## src/rtl/psec6_readout_sequencer_pkg.sv

```systemverilog
// Shared types and constants for the PSEC6 readout sequencer.
package psec6_readout_sequencer_pkg;

  localparam int unsigned RDSEQ_NUM_SEL = 6;
  localparam int unsigned RDSEQ_SEL_W   = 3;

  localparam logic [RDSEQ_SEL_W-1:0] RDSEQ_SEL_TRIGCNT = 3'd0;
  localparam logic [RDSEQ_SEL_W-1:0] RDSEQ_SEL_CA      = 3'd1;
  localparam logic [RDSEQ_SEL_W-1:0] RDSEQ_SEL_CB      = 3'd2;
  localparam logic [RDSEQ_SEL_W-1:0] RDSEQ_SEL_CC      = 3'd3;
  localparam logic [RDSEQ_SEL_W-1:0] RDSEQ_SEL_CD      = 3'd4;
  localparam logic [RDSEQ_SEL_W-1:0] RDSEQ_SEL_CE      = 3'd5;

  typedef enum logic [2:0] {
    RDSEQ_IDLE    = 3'd0,
    RDSEQ_LOAD    = 3'd1,
    RDSEQ_SHIFT   = 3'd2,
    RDSEQ_PRESENT = 3'd3,
    RDSEQ_DONE    = 3'd4
  } rdseq_state_t;

  // Channel index width; a single channel still needs one bit.
  function automatic int unsigned rdseq_idx_w(input int unsigned n);
    return (n > 1) ? $clog2(n) : 1;
  endfunction

endpackage

```

## src/rtl/psec6_readout_sequencer_if.sv

```systemverilog
// Valid/ready readout word port of the PSEC6 readout sequencer.
interface psec6_readout_sequencer_if
  import psec6_readout_sequencer_pkg::*;
#(
  parameter int unsigned NUM_CH = 8,
  parameter int unsigned WORD_W = 10
);
  localparam int unsigned CH_W = rdseq_idx_w(NUM_CH);

  logic [WORD_W-1:0]      rd_data;
  logic [CH_W-1:0]        rd_ch;
  logic [RDSEQ_SEL_W-1:0] rd_reg;
  logic                   rd_valid;
  logic                   rd_ready;

  modport master (
    output rd_data, rd_ch, rd_reg, rd_valid,
    input  rd_ready
  );

  modport slave (
    input  rd_data, rd_ch, rd_reg, rd_valid,
    output rd_ready
  );
endinterface

```

## src/rtl/psec6_readout_sequencer_deserializer.sv

```systemverilog
// Serial-to-parallel capture for one readout word, MSB first.
// The oldest WORD_W-1 bits are stored; the full word is formed with the
// bit arriving this cycle so the caller can register it on the last shift.
module psec6_readout_sequencer_deserializer #(
  parameter int unsigned WORD_W = 10
) (
  input  logic              SPI_CLK,
  input  logic              RSTB,
  input  logic              clr,
  input  logic              shift_en,
  input  logic              din,
  output logic [WORD_W-1:0] word_c,
  output logic              last_c
);
  localparam int unsigned SR_W  = WORD_W - 1;
  localparam int unsigned CNT_W = $clog2(WORD_W + 1);

  logic [SR_W-1:0]  sr_q;
  logic [CNT_W-1:0] cnt_q;

  assign word_c = {sr_q, din};
  assign last_c = (cnt_q == CNT_W'(WORD_W - 1));

  // Shift register and bit counter.
  always_ff @(posedge SPI_CLK) begin
    if (!RSTB) begin
      sr_q  <= '0;
      cnt_q <= '0;
    end else if (clr) begin
      sr_q  <= '0;
      cnt_q <= '0;
    end else if (shift_en) begin
      sr_q  <= word_c[SR_W-1:0];
      cnt_q <= cnt_q + CNT_W'(1);
    end
  end

endmodule

```

## src/rtl/psec6_readout_sequencer.sv

```systemverilog
// PSEC6 readout sequencer: walks channels and register selects, loads each
// channel, deserializes its count word and presents it on a valid/ready port.
// Optional: PSEC6_READOUT_SKIP_EMPTY_EN skips selects 1..5 of a channel whose
// trigger count word reads zero.
module psec6_readout_sequencer
  import psec6_readout_sequencer_pkg::*;
#(
  parameter int unsigned NUM_CH = 8,
  parameter int unsigned WORD_W = 10
) (
  input  logic                   SPI_CLK,
  input  logic                   RSTB,
  input  logic                   start,
  output logic                   busy,
  output logic                   done,
  output logic [NUM_CH-1:0]      INST_READOUT,
  output logic [RDSEQ_SEL_W-1:0] SELECT_REG,
  input  logic [NUM_CH-1:0]      CNT_SER,
  psec6_readout_sequencer_if.master rd
);
  localparam int unsigned CH_W = rdseq_idx_w(NUM_CH);
  localparam logic [CH_W-1:0] LAST_CH = CH_W'(NUM_CH - 1);

  rdseq_state_t           state_q, state_nxt;
  logic [CH_W-1:0]        ch_q, ch_nxt;
  logic [RDSEQ_SEL_W-1:0] sel_q, sel_nxt;

  logic                   busy_nxt, done_nxt, valid_nxt;
  logic [NUM_CH-1:0]      inst_nxt;
  logic [RDSEQ_SEL_W-1:0] sel_out_nxt;
  logic [WORD_W-1:0]      rd_data_q, rd_data_nxt;
  logic [CH_W-1:0]        rd_ch_q, rd_ch_nxt;
  logic [RDSEQ_SEL_W-1:0] rd_reg_q, rd_reg_nxt;
  logic                   rd_valid_q;

  logic                   des_clr, des_shift, des_last, capture;
  logic [WORD_W-1:0]      des_word;
  logic                   skip_c;

  assign rd.rd_data  = rd_data_q;
  assign rd.rd_ch    = rd_ch_q;
  assign rd.rd_reg   = rd_reg_q;
  assign rd.rd_valid = rd_valid_q;

  psec6_readout_sequencer_deserializer #(.WORD_W(WORD_W)) u_deser (
    .SPI_CLK  (SPI_CLK),
    .RSTB     (RSTB),
    .clr      (des_clr),
    .shift_en (des_shift),
    .din      (CNT_SER[ch_q]),
    .word_c   (des_word),
    .last_c   (des_last)
  );

`ifdef PSEC6_READOUT_SKIP_EMPTY_EN
  // A zero trigger count means the channel has nothing else worth reading.
  assign skip_c = (sel_q == RDSEQ_SEL_TRIGCNT) && (rd_data_q[2:0] == 3'd0);
`else
  assign skip_c = 1'b0;
`endif

  // Next-state and next-output decode.
  always_comb begin
    state_nxt = state_q;
    ch_nxt    = ch_q;
    sel_nxt   = sel_q;
    des_clr   = 1'b0;
    des_shift = 1'b0;
    capture   = 1'b0;

    unique case (state_q)
      RDSEQ_IDLE: begin
        if (start) begin
          state_nxt = RDSEQ_LOAD;
          ch_nxt    = '0;
          sel_nxt   = RDSEQ_SEL_TRIGCNT;
        end
      end
      RDSEQ_LOAD: begin
        des_clr   = 1'b1;
        state_nxt = RDSEQ_SHIFT;
      end
      RDSEQ_SHIFT: begin
        des_shift = 1'b1;
        if (des_last) begin
          capture   = 1'b1;
          state_nxt = RDSEQ_PRESENT;
        end
      end
      RDSEQ_PRESENT: begin
        if (rd.rd_ready) begin
          if ((sel_q < RDSEQ_SEL_CE) && !skip_c) begin
            sel_nxt   = sel_q + 3'd1;
            state_nxt = RDSEQ_LOAD;
          end else if (ch_q < LAST_CH) begin
            ch_nxt    = ch_q + CH_W'(1);
            sel_nxt   = RDSEQ_SEL_TRIGCNT;
            state_nxt = RDSEQ_LOAD;
          end else begin
            state_nxt = RDSEQ_DONE;
          end
        end
      end
      RDSEQ_DONE: state_nxt = RDSEQ_IDLE;
      default:    state_nxt = RDSEQ_IDLE;
    endcase

    busy_nxt    = (state_nxt != RDSEQ_IDLE);
    done_nxt    = (state_nxt == RDSEQ_DONE);
    valid_nxt   = (state_nxt == RDSEQ_PRESENT);
    inst_nxt    = (state_nxt == RDSEQ_LOAD) ? (NUM_CH'(1) << ch_nxt) : '0;
    sel_out_nxt = (state_nxt inside {RDSEQ_LOAD, RDSEQ_SHIFT, RDSEQ_PRESENT})
                  ? sel_nxt : RDSEQ_SEL_TRIGCNT;
    rd_data_nxt = capture ? des_word : rd_data_q;
    rd_ch_nxt   = capture ? ch_q     : rd_ch_q;
    rd_reg_nxt  = capture ? sel_q    : rd_reg_q;
  end

  // State, walk position and registered outputs.
  always_ff @(posedge SPI_CLK) begin
    if (!RSTB) begin
      state_q      <= RDSEQ_IDLE;
      ch_q         <= '0;
      sel_q        <= RDSEQ_SEL_TRIGCNT;
      busy         <= 1'b0;
      done         <= 1'b0;
      INST_READOUT <= '0;
      SELECT_REG   <= RDSEQ_SEL_TRIGCNT;
      rd_data_q    <= '0;
      rd_ch_q      <= '0;
      rd_reg_q     <= RDSEQ_SEL_TRIGCNT;
      rd_valid_q   <= 1'b0;
    end else begin
      state_q      <= state_nxt;
      ch_q         <= ch_nxt;
      sel_q        <= sel_nxt;
      busy         <= busy_nxt;
      done         <= done_nxt;
      INST_READOUT <= inst_nxt;
      SELECT_REG   <= sel_out_nxt;
      rd_data_q    <= rd_data_nxt;
      rd_ch_q      <= rd_ch_nxt;
      rd_reg_q     <= rd_reg_nxt;
      rd_valid_q   <= valid_nxt;
    end
  end

endmodule

```

## src/flat_wrapper.sv

```systemverilog
// flat-port wrapper written by rule: the top's interface ports become plain ports
module psec6_readout_sequencer_flat import psec6_readout_sequencer_pkg::*;
#(
  parameter int unsigned NUM_CH = 8,
  parameter int unsigned WORD_W = 10
)
  (SPI_CLK, RSTB, start, busy, done, INST_READOUT, SELECT_REG, CNT_SER, rd_rd_data, rd_rd_ch, rd_rd_reg, rd_rd_valid, rd_rd_ready);
  psec6_readout_sequencer_if #(.NUM_CH(NUM_CH), .WORD_W(WORD_W)) rd_i ();
  input  logic SPI_CLK;
  input  logic RSTB;
  input  logic start;
  output logic busy;
  output logic done;
  output logic [NUM_CH-1:0] INST_READOUT;
  output logic [RDSEQ_SEL_W-1:0] SELECT_REG;
  input  logic [NUM_CH-1:0] CNT_SER;
  output wire logic [$bits(rd_i.rd_data)-1:0] rd_rd_data;
  output wire logic [$bits(rd_i.rd_ch)-1:0] rd_rd_ch;
  output wire logic [$bits(rd_i.rd_reg)-1:0] rd_rd_reg;
  output wire logic [$bits(rd_i.rd_valid)-1:0] rd_rd_valid;
  input wire logic [$bits(rd_i.rd_ready)-1:0] rd_rd_ready;
  assign rd_rd_data = rd_i.rd_data;
  assign rd_rd_ch = rd_i.rd_ch;
  assign rd_rd_reg = rd_i.rd_reg;
  assign rd_rd_valid = rd_i.rd_valid;
  assign rd_i.rd_ready = rd_rd_ready;
  psec6_readout_sequencer #(.NUM_CH(NUM_CH), .WORD_W(WORD_W)) u_core (.SPI_CLK(SPI_CLK), .RSTB(RSTB), .start(start), .busy(busy), .done(done), .INST_READOUT(INST_READOUT), .SELECT_REG(SELECT_REG), .CNT_SER(CNT_SER), .rd(rd_i));
endmodule
```

## config.mk

```make
export PLATFORM = sky130hd
export DESIGN_NAME = psec6_readout_sequencer_flat
export DESIGN_NICKNAME = d
export VERILOG_FILES = /design/src/rtl/psec6_readout_sequencer_pkg.sv /design/src/rtl/psec6_readout_sequencer_if.sv /design/src/rtl/psec6_readout_sequencer_deserializer.sv /design/src/rtl/psec6_readout_sequencer.sv /design/src/flat_wrapper.sv
export SDC_FILE = /design/constraint.sdc
export NUM_CORES = 1
export LEC_CHECK = 0
export ABC_AREA = 1
export CORE_MARGIN = 3
export CORE_UTILIZATION = 41
export DETAILED_ROUTE_END_ITERATION = 12
export GPL_TIMING_DRIVEN = 0
export PLACE_DENSITY = 0.73
export SLEW_MARGIN = 20
export SYNTH_ARGS = -nofsm -noshare
export SYNTH_HDL_FRONTEND = slang
export SYNTH_SLANG_ARGS = --single-unit
```

## constraint.sdc

```tcl
create_clock -name SPI_CLK -period 1.2 [get_ports SPI_CLK]
set_input_delay 0.24 -clock SPI_CLK [delete_from_list [all_inputs] [get_ports SPI_CLK]]
set_output_delay 0.24 -clock SPI_CLK [all_outputs]
set_load 0.05 [all_outputs]
```

# Yosys cells after proc, flatten, opt, wreduce, memory -nomap -nowiden
# Index checks and enable logic that the tools add are counted.
# Widths: inputs -> output; s select.
[word_totals] register_bits=52 inputBits=12 out_inout_bits=30
[classes] add_sub_neg=3 order_cmp=3 n_eq_ne=8 shifts=1 n_mux=22 bitwise_logic=1 n_reduce_logical=6
[op_table] cell="$mux 3" n=13
[op_table] cell="$eq 3x2->1 const B" n=4
[op_table] cell="$pmux 3 s2" n=2
[op_table] cell="$pmux 3 s4" n=1
[op_table] cell="$shl 1x3->8 const A" n=1
[op_table] cell="$add 3x1->3 const B" n=2
[op_table] cell="$eq 3x1->1 const B" n=2
[op_table] cell="$lt 3x3->1 const B" n=2
[op_table] cell="$reduce_bool 3->1" n=2
[op_table] cell="$mux 1" n=5
[op_table] cell="$add 4x1->4 const B" n=1
[op_table] cell="$eq 4x4->1 const B" n=1
[op_table] cell="$lt 3x4->1 const B" n=1
[op_table] cell="$reduce_and 2->1" n=2
[op_table] cell="$bmux 1 s3" n=1
[op_table] cell="$eq 3x3->1 const B" n=1
[op_table] cell="$logic_not 3->1" n=1
[op_table] cell="$reduce_or 2->1" n=1
[op_table] cell="$not 1->1" n=1

# Depth between registers and ports, before layout
# Gate-level depths: netlist of run 1.
[logic_depth] ltp_word=8 ltp_mapped=10

# Cells and area by module
# A second synthesis of run 1 with hierarchy kept.
[hier_totals] cells_unflattened=286 hier_area_um2=2224.6
[modules_own_cells] module="psec6_readout_sequencer" instances=1 cells_each=220 area_per_inst_um2=1712.9
[modules_own_cells] module="psec6_readout_sequencer_deserializer" instances=1 cells_each=66 area_per_inst_um2=511.7

# Least setup slack after synthesis of run 1
# OpenSTA, ideal clock, no wires.
[synth_path] path_kind="register -> register" startpoint="reg u_core.state_q[2]" endpoint="reg u_core.busy" arrival_time_ps=1165 t_required_ps=1076 path_slack_ps=-89 stages_incl_launch_ff=8 path_buffers=0 period_less_slack_ps=1289 path_cell_list="dfxtp_1 > inv_2 > nand3_2 > nor2_2 > nor2_2 > nand3_1 > a21oi_2 > o21ai_1"
[synth_between] elab_chain_len=3 elab_cells_between_ends=9 classes_between="eq/ne (3); mux (4); reduce/logical (2)"
[synth_rtl] item="from (decl)" line_no="psec6_readout_sequencer.sv:24" text="rdseq_state_t state_q, state_nxt;"
[synth_rtl] item="from (signal assigned)" line_no="psec6_readout_sequencer.sv:134" text="state_q <= state_nxt;"
[synth_rtl] item="$eq 3x2->1 (tied with other cells)" line_no="psec6_readout_sequencer.sv:71" text="unique case (state_q)"
[synth_rtl] item="$pmux 3 s4 (*)" line_no="psec6_readout_sequencer.sv:71"
[synth_rtl] item="$reduce_bool 3->1 (*)" line_no="psec6_readout_sequencer.sv:108" text="busy_nxt = (state_nxt != RDSEQ_IDLE);"
[synth_rtl] item="to (signal assigned)" line_no="psec6_readout_sequencer.sv:137" text="busy <= busy_nxt;"
[synth_rtl] item="to (decl)" line_no="psec6_readout_sequencer.sv:14" text="output logic busy,"
# Mark *: on every way between the ends. The rest lies on a longest branch, timed or not.
# A chain may end at the register's enable or synchronous reset.

# Worst setup path after layout of run 1
# Same ends and word-level chain as after synthesis.

==> flow_summary_export.csv, run 1 <==
group,metric,value,unit
cells_and_area,multiInputGateArea,0.001191,sq mm
critical_path,r2r-start,"u_core.state_q[2]",
sta,clock_skew,0.005659,ns
routing,drt_first_iter_violations,178,
power,power_density,1015,mW/mm^2
synthesis,synthArstFlopShare,0,
cells_and_area,fin_cells,424,
global_routing,grtUsageMet1,0.2236,
sta,max_slew_margin,0.5676,
routing,antenna_left,0,
placed_design,place_inst,389,
critical_path,end_kind,"flip-flop",
sta,drv_slew,0,
critical_path,required,1.40,ns
global_routing,use_met2,0.2954,
hold_path,hp-start,"RSTB",
cells_and_area,n_antenna_cell,0,
global_routing,grt_busiest_layer,"met2",
synthesis,ys_seq_area_frac,0.4909,
global_routing,grt_use_total,0.1805,
clock_tree,cts-hold-fix-buffers,0,
critical_path,r2r_end,"u_core.busy",
cells_and_area,area_growth_syn_to_layout,48.91,%
routing,routedWlPerCell,13.82,um
synthesis,syn_area_per_cell,7.521,sq um
sta,min_period,1.354,ns
placed_design,dp_hpwl,3469,um
sta,final.period_utilization,1.128,
routing,vias,2159,
synthesis,synth_seq_cells,52,
critical_path,arrival,1.55,ns
die,num_rows,25,
die,die_area,0.006072,sq mm
hold_path,hold_end,"u_core.rd.rd_data[4]",
die,die_x,77.92,um
routing,drtPass1Iterations,4,
clock_tree,cts_tree,"yes",
die,io_pins,42,
critical_path,path_class,"flip-flop to flip-flop",
clock_tree,clock_sinks,52,
synthesis,ys.flop_type,"dfxtp_1",
synthesis,postSynthNetCount,298,
hold_path,holdCritPathClass,"input port to flip-flop",
routing,routed_wl,5860,um
clock_tree,cts_buffers,5,
hold_path,hold_depth,3,
routing,drc,0,
run_status,violations,"negative setup slack",
synthesis,ys_types,25,
sta,worstMarginPinSlew,0.6486,ns
synthesis,synth-simple-area-share,0.2496,
cells_and_area,final_util,0.6514,
run_status,status,"complete, but fails checks",
clock_tree,root_buffer,"clkbuf_8",
synthesis,synthAdderAreaFrac,0.02360,
critical_path,r2r_cells,7,
routing,vias_per_cell,5.092,
cells_and_area,final_net_count,373,
synthesis,yosys_warnings,0,
clock_tree,clk_path_buf_depth,2,
placed_design,port_buffers,40,
clock_tree,ctsHtreeMaxLevel,2,
synthesis,synth_edf_count,0,
critical_path,path_max_fanout,6,
global_routing,use_met3,0.04176,
power,total_power,3.205,mW
sta,hold_viol_final,0,
clock_tree,clk_latency,0.31,ns
global_routing,grt-ovfl-total,0,
sta,max_freq,738.8,MHz
placed_design,gp_congestion,0.8751,
cells_and_area,drive_above_1_share,0.4230,
sta,grt_setup_unrepaired,"yes",
sta,finalSetupViolations,47,
die,core,0.004848,sq mm
job,cap_viol_max_count,0,
global_routing,grt_max_degree,15,
die,die_height,77.92,um
clock_tree,clk_pin_slew,0.09,ns
synthesis,synthCells,282,
cells_and_area,fillers,392,
sta,fin_ws,-0.1536,ns
power,total_leakage_power,1.343,nW
die,start_util,0.4374,
power,vdd_drop_max,0.6990,mV
critical_path,reg2reg_slack,-0.15,ns
critical_path,crit_path_start_kind,"flip-flop",
synthesis,synth_top_family_by_area,"simple AND/OR/NAND/NOR gates",
cells_and_area,largest_reg_flops,10,
global_routing,grt_pass1_vias,1903,
synthesis,synthesis.area,0.002121,sq mm
cells_and_area,regArea,0.001075,sq mm
global_routing,antenna_found_initial,0,
synthesis,synthMuxAreaShare,0,
sta,tns,-4.288,ns
synthesis,synth_compound_area_frac,0.1670,
synthesis,synthXorXnorAreaFrac,0,
placed_design,post-place-ws,-0.5665,ns
global_routing,grt_pass1_wl,8694,um
-- timing repair --
action / in CTS / in global routing
resized for setup: 189 / 93
setup buffers: 14 / 11
setup endpoints to repair: 77 / 50
hold endpoints to repair: 0 / 0
pin swaps: 11 / 26
gates cloned: 0 / 3
-- cells by family (layout without fill, tap and decap cells) --
| logic type | after synthesis | count (layout) |
|---|---|---|
| simple gates | 120 | 120 |
| compound gates | 68 | 68 |
| flops | 52 | 52 |
| buf+inv | 38 | 113 |
| fa+ha+maj | 4 | 4 |
-- synth_stat cells (2+ instances only) --
cell	instances	area (sq um)
o21ai_1	2	10.01
ha_1	4	50.05
nand2_2	2	12.51
a31oi_1	2	12.51
nand4_1	2	12.51
inv_2	4	15.01
nor2_2	4	25.02
clkbuf_1	4	15.01
dfxtp_1	52	1041
nand3_2	2	20.02
inv_1	27	101.4
nand3_1	14	70.07
a21oi_1	26	130.1
nand2_1	49	183.9
o211ai_1	2	15.01
o21ai_0	34	170.2
nor2_1	43	161.4
buf_2	2	10.01
-- worst max path at each step --
| stage | startpoint | to | slack (ns) |
|---|---|---|---|
| after global routing | u_core.state_q[2] | u_core.rd.rd_data[0] | -0.23 |
| final | u_core.state_q[2] | u_core.busy | -0.15 |
| after global placement | rd_rd_ready | u_core.INST_READOUT[2] | -0.56 |
| after detailed placement | rd_rd_ready | u_core.INST_READOUT[0] | -0.57 |
| after CTS | u_core.state_q[1] | u_core.INST_READOUT[5] | -0.13 |
| after floorplan | u_core.u_deser.cnt_q[1] | u_core.busy | -0.02 |
-- cells in the final DEF, fill, tap and decap left out, types with 2 or more instances in the layout --
master | netlist | final
o211ai_1 | 2 | 2
ha_4 | 0 | 2
nand2_1 | 49 | 35
nand2_4 | 0 | 2
nor2_1 | 43 | 32
o21ai_0 | 34 | 20
buf_6 | 0 | 5
nand4_1 | 2 | 2
buf_12 | 0 | 2
buf_4 | 0 | 23
inv_2 | 4 | 9
clkbuf_1 | 4 | 3
nand2_2 | 2 | 14
nand3_1 | 14 | 9
nand3_2 | 2 | 4
ha_1 | 4 | 2
nor2_4 | 1 | 9
clkbuf_8 | 0 | 5
nor2_2 | 4 | 7
dfxtp_2 | 0 | 3
clkdlybuf4s50_1 | 0 | 9
buf_8 | 0 | 2
o21ai_2 | 0 | 7
a21oi_2 | 1 | 5
dfxtp_4 | 0 | 8
a21oi_1 | 26 | 21
nand3_4 | 0 | 3
inv_1 | 27 | 17
o21ai_1 | 2 | 8
clkbuf_4 | 0 | 3
inv_4 | 0 | 3
buf_2 | 2 | 26
dfxtp_1 | 52 | 41
-- final cells by class --
cell class                      count  area share
Multi-Input combinational cell    192      0.3772
Sequential cell                    52      0.3403
Timing Repair Buffer               68      0.1680
Inverter                           31     0.04556
Tap cell                           67     0.02655
Clock buffer                        6     0.02298
Buffer                              7     0.01783
Clock inverter                      1    0.001585
-- metrics by stage --
step                      cell area [sq um]  hold WS (ns)
after floorplan                        2138        0.4407
after global placement                 2623        0.4583
after detailed placement               2623        0.4597
after CTS                              2763        0.3666
after global routing                   3158        0.4158
final                                  3158        0.3917
-- where the power goes --
part	leakage [nW]	switching [mW]	internal [mW]
clock network	0.0410	0.540	0.398
logic	0.874	0.277	0.196
registers	0.428	0.0383	1.76
-- worst max-delay path, cell delays in order, from the launching register on --
cell and delay (ns):
dfxtp_4 0.42, inv_4 0.06, nand3_4 0.12, nor2_4 0.09, nor2_2 0.15, nand3_2 0.12, a21oi_4 0.20, o21ai_1 0.09
-- per-layer routing --
| layer | wire, um | vias to the layer above | share of wire |
|---|---|---|---|
| li1 | - | 1067 | - |
| met1 | 2455 | 1004 | 0.42 |
| met2 | 2939 | 70 | 0.50 |
| met3 | 324 | 18 | 0.055 |
| met4 | 141 | 0 | 0.024 |
| met5 | 0 | - | 0 |
Note: power is estimated with default switching activity, not from simulation.
==> run 2: changes to the inputs <==
--- a/config.mk
+++ b/config.mk
@@ -5,7 +5,7 @@
 export SDC_FILE = /design/constraint.sdc
 export NUM_CORES = 1
 export LEC_CHECK = 0
-export ABC_AREA = 1
+export ABC_AREA = 0
 export CORE_MARGIN = 3
 export CORE_UTILIZATION = 41
 export DETAILED_ROUTE_END_ITERATION = 12
==> run 2 against run 1 <==
  * The flow still finishes with violations (negative setup slack)
  * Area after synthesis fell by 1.1%
  * Worst setup slack worse by 0.46 ns
  * Sequential power down 2%
  * Critical endpoint is now u_core.INST_READOUT[0]
  * Combinational power up 13%
  * Register-to-register slack worse by 0.46 ns
  * Non-clock buffer count rose by 12
  * Highest routed layer unchanged
  * Total power grew 4.5%
  * Routed wire length grew 11%
  * Global-route usage increased by 2.3 points
==> flow_summary_export.csv, run 2 <==
group,metric,value,unit
cells_and_area,final_net_count,340,
sta,max_slew_margin,0.6017,
critical_path,end_kind,"flip-flop",
sta,max_freq,551.1,MHz
routing,drt_first_iter_violations,120,
synthesis,postSynthNetCount,259,
critical_path,max_stage_delay,0.35,ns
cells_and_area,mostFrequentLayoutCell,"dfxtp_1",
clock_tree,cts_tree,"yes",
synthesis,ys_seq_area_frac,0.4961,
synthesis,synthCells,243,
placed_design,post-place-ws,-0.8758,ns
critical_path,crit_top_cell,"buf_4",
synthesis,syn_area_per_cell,8.635,sq um
power,power_density,979.1,mW/mm^2
placed_design,port_buffers,41,
die,start_util,0.4328,
sta,fin_ws,-0.6145,ns
cells_and_area,area_growth_syn_to_layout,63.03,%
routing,vias,2102,
global_routing,grt_use_total,0.2040,
critical_path,crit_path_cell_trace,"buf_4, buf_6, nand3b_1, buf_4, a41o_1, a41oi_4, nand3b_4, nor2_2",
placed_design,place_inst,351,
clock_tree,clk_latency,0.32,ns
die,core,0.004848,sq mm
sta,drv_slew,0,
synthesis,ys.flop_type,"dfxtp_1",
global_routing,grt-ovfl-total,0,
critical_path,path_depth,8,
sta,worstMarginPinSlew,0.5974,ns
critical_path,cpMaxStageDelayCell,"dfxtp_4",
synthesis,ys_types,49,
placed_design,gp_congestion,0.9147,
cells_and_area,largest_reg_flops,10,
critical_path,path_class,"flip-flop to flip-flop",
placed_design,dp_hpwl,3406,um
global_routing,grt_pass1_wl,9936,um
critical_path,r2r-start,"u_core.state_q[1]",
critical_path,required,1.41,ns
power,total_power,3.349,mW
clock_tree,root_buffer,"clkbuf_8",
global_routing,grt_pass1_vias,2077,
power,total_leakage_power,1.283,nW
synthesis,synth_top_area_frac,0.4961,
sta,finalSetupViolations,52,
cells_and_area,layout_common_cells,"dfxtp_1 (42), nand2_1 (38), buf_4 (27)",
clock_tree,clk_path_buf_depth,2,
synthesis,netlist_top_cells_area,"dfxtp_1 (50%), nand2_1 (9.3%), a21oi_1 (6.2%)",
global_routing,grt_max_degree,19,
clock_tree,cts_buffers,5,
die,io_pins,42,
synthesis,synthArstFlopShare,0,
hold_path,holdCritPathClass,"flip-flop to flip-flop",
clock_tree,clk_pin_slew,0.11,ns
cells_and_area,fin_area,0.003421,sq mm
routing,routedWlPerCell,16.61,um
die,die_height,77.54,um
hold_path,hold_depth,2,
cells_and_area,drive_above_1_share,0.5477,
sta,hold_viol_final,0,
sta,min_period,1.814,ns
cells_and_area,n_antenna_cell,0,
routing,vias_per_cell,5.362,
critical_path,path_max_fanout,5,
critical_path,crit_start,"u_core.state_q[1]",
job,cap_viol_max_count,0,
die,num_rows,25,
synthesis,synth_commonest_cells,"dfxtp_1 (52), nand2_1 (52), a21oi_1 (26), nor2_1 (26), clkbuf_1 (9)",
clock_tree,ctsHtreeMaxLevel,2,
synthesis,synth_edf_count,0,
critical_path,crit_path_start_kind,"flip-flop",
clock_tree,clock_sinks,52,
sta,final.period_utilization,1.512,
placed_design,place_area,0.002639,sq mm
routing,antenna_left,0,
critical_path,r2r_cells,8,
run_status,status,"complete, but fails checks",
routing,drtPass1Iterations,4,
critical_path,arrival,2.02,ns
routing,drc,0,
synthesis,synthesis.area,0.002098,sq mm
synthesis,synth_seq_cells,52,
hold_path,hp-start,"u_core.rd.rd_data[7]",
die,die_area,0.006012,sq mm
sta,tns,-24.49,ns
synthesis,synth_area_leader_cell,"dfxtp_1",
cells_and_area,fin_cells,392,
synthesis,yosys_warnings,0,
routing,routed_wl,6512,um
die,die_x,77.54,um
sta,clock_skew,0.01106,ns
critical_path,cp_num_buf_inv,3,
cells_and_area,fillers,361,
power,vdd_drop_max,0.6986,mV
critical_path,crit_family,"compound AO/OA/AOI/OAI gates",
run_status,violations,"negative setup slack",
global_routing,antenna_found_initial,0,
sta,grt_setup_unrepaired,"yes",
## run 2: cell types whose count changed in the layout (fill, tap and decap cells not counted), moves of 6 or more
cell,delta
o21ai_0,-18
o21ai_1,-6
nor2_4,-7
a21oi_2,+11
nor2_1,-18
buf_2,-10
dfxtp_4,-6
nand3_1,-8
buf_6,+8
inv_2,-7
a21oi_1,-11
inv_1,-14
## run 2: cells by family after synthesis
family | synth area share
and+or+nand+nor | 0.2493
adders and majority gates | 0.02385
DFF | 0.4961
buffers and inverters | 0.03399
AOI/OAI and AO/OA | 0.1580
muxes | 0.02624
xor gates and xnor gates | 0.01252
## run 2: final cells by class
type / instances / area, sq um / share of cell area
clock inverters: 3 / 25.02 / 0.007315
flip-flops and latches: 52 / 1059 / 0.3094
multi-input cells: 173 / 1379 / 0.4031
repair buffers: 78 / 678.2 / 0.1982
well taps: 67 / 83.83 / 0.02451
inverters: 5 / 18.77 / 0.005486
clock buffers: 5 / 68.82 / 0.02012
plain buffers: 9 / 108.9 / 0.03182
## run 2: power breakdown
part	internal, mW	switching (mW)
registers	1.75	0.0166
clock network	0.426	0.624
logic	0.251	0.285
total	2.42	0.925
## run 2: final timing paths
check             slack (ns)                     end
hold / removal          0.46    u_core.rd.rd_data[7]
hold reg to reg         0.46    u_core.rd.rd_data[7]
setup reg to reg       -0.61  u_core.INST_READOUT[0]
setup / recovery       -0.61  u_core.INST_READOUT[0]
## run 2: stage by stage
stage	hold WS (ns)	utilization
after floorplan	0.3617	-
final	0.4582	0.7055
after detailed placement	0.4443	0.5443
after global routing	0.4815	0.7055
after CTS	0.4594	0.6446
after global placement	0.4377	0.5443
## run 2: worst register-to-register path, delay by kind of cell, from the launching register on
family,cells,cell delay (ns)
AO/OA/AOI/OAI,2,0.54
AND/OR/NAND/NOR,3,0.41
buffers and inverters,3,0.41
flip-flops,1,0.35
## run 2: timing repair
item	4_1_cts	5_1_grt
hold buffers	0	0
setup buffers	21	11
gates resized for setup	237	77
pin swaps	25	26
cloned	5	0
setup endpoints to repair	82	62
## run 2: routing by layer
metal  share of wire  up-vias  track usage
met2            0.50       59       0.3541
met5               0        -            0
met3           0.045       15      0.04756
met4           0.020        0      0.05160
li1                -      998            -
met1            0.44     1030       0.2542
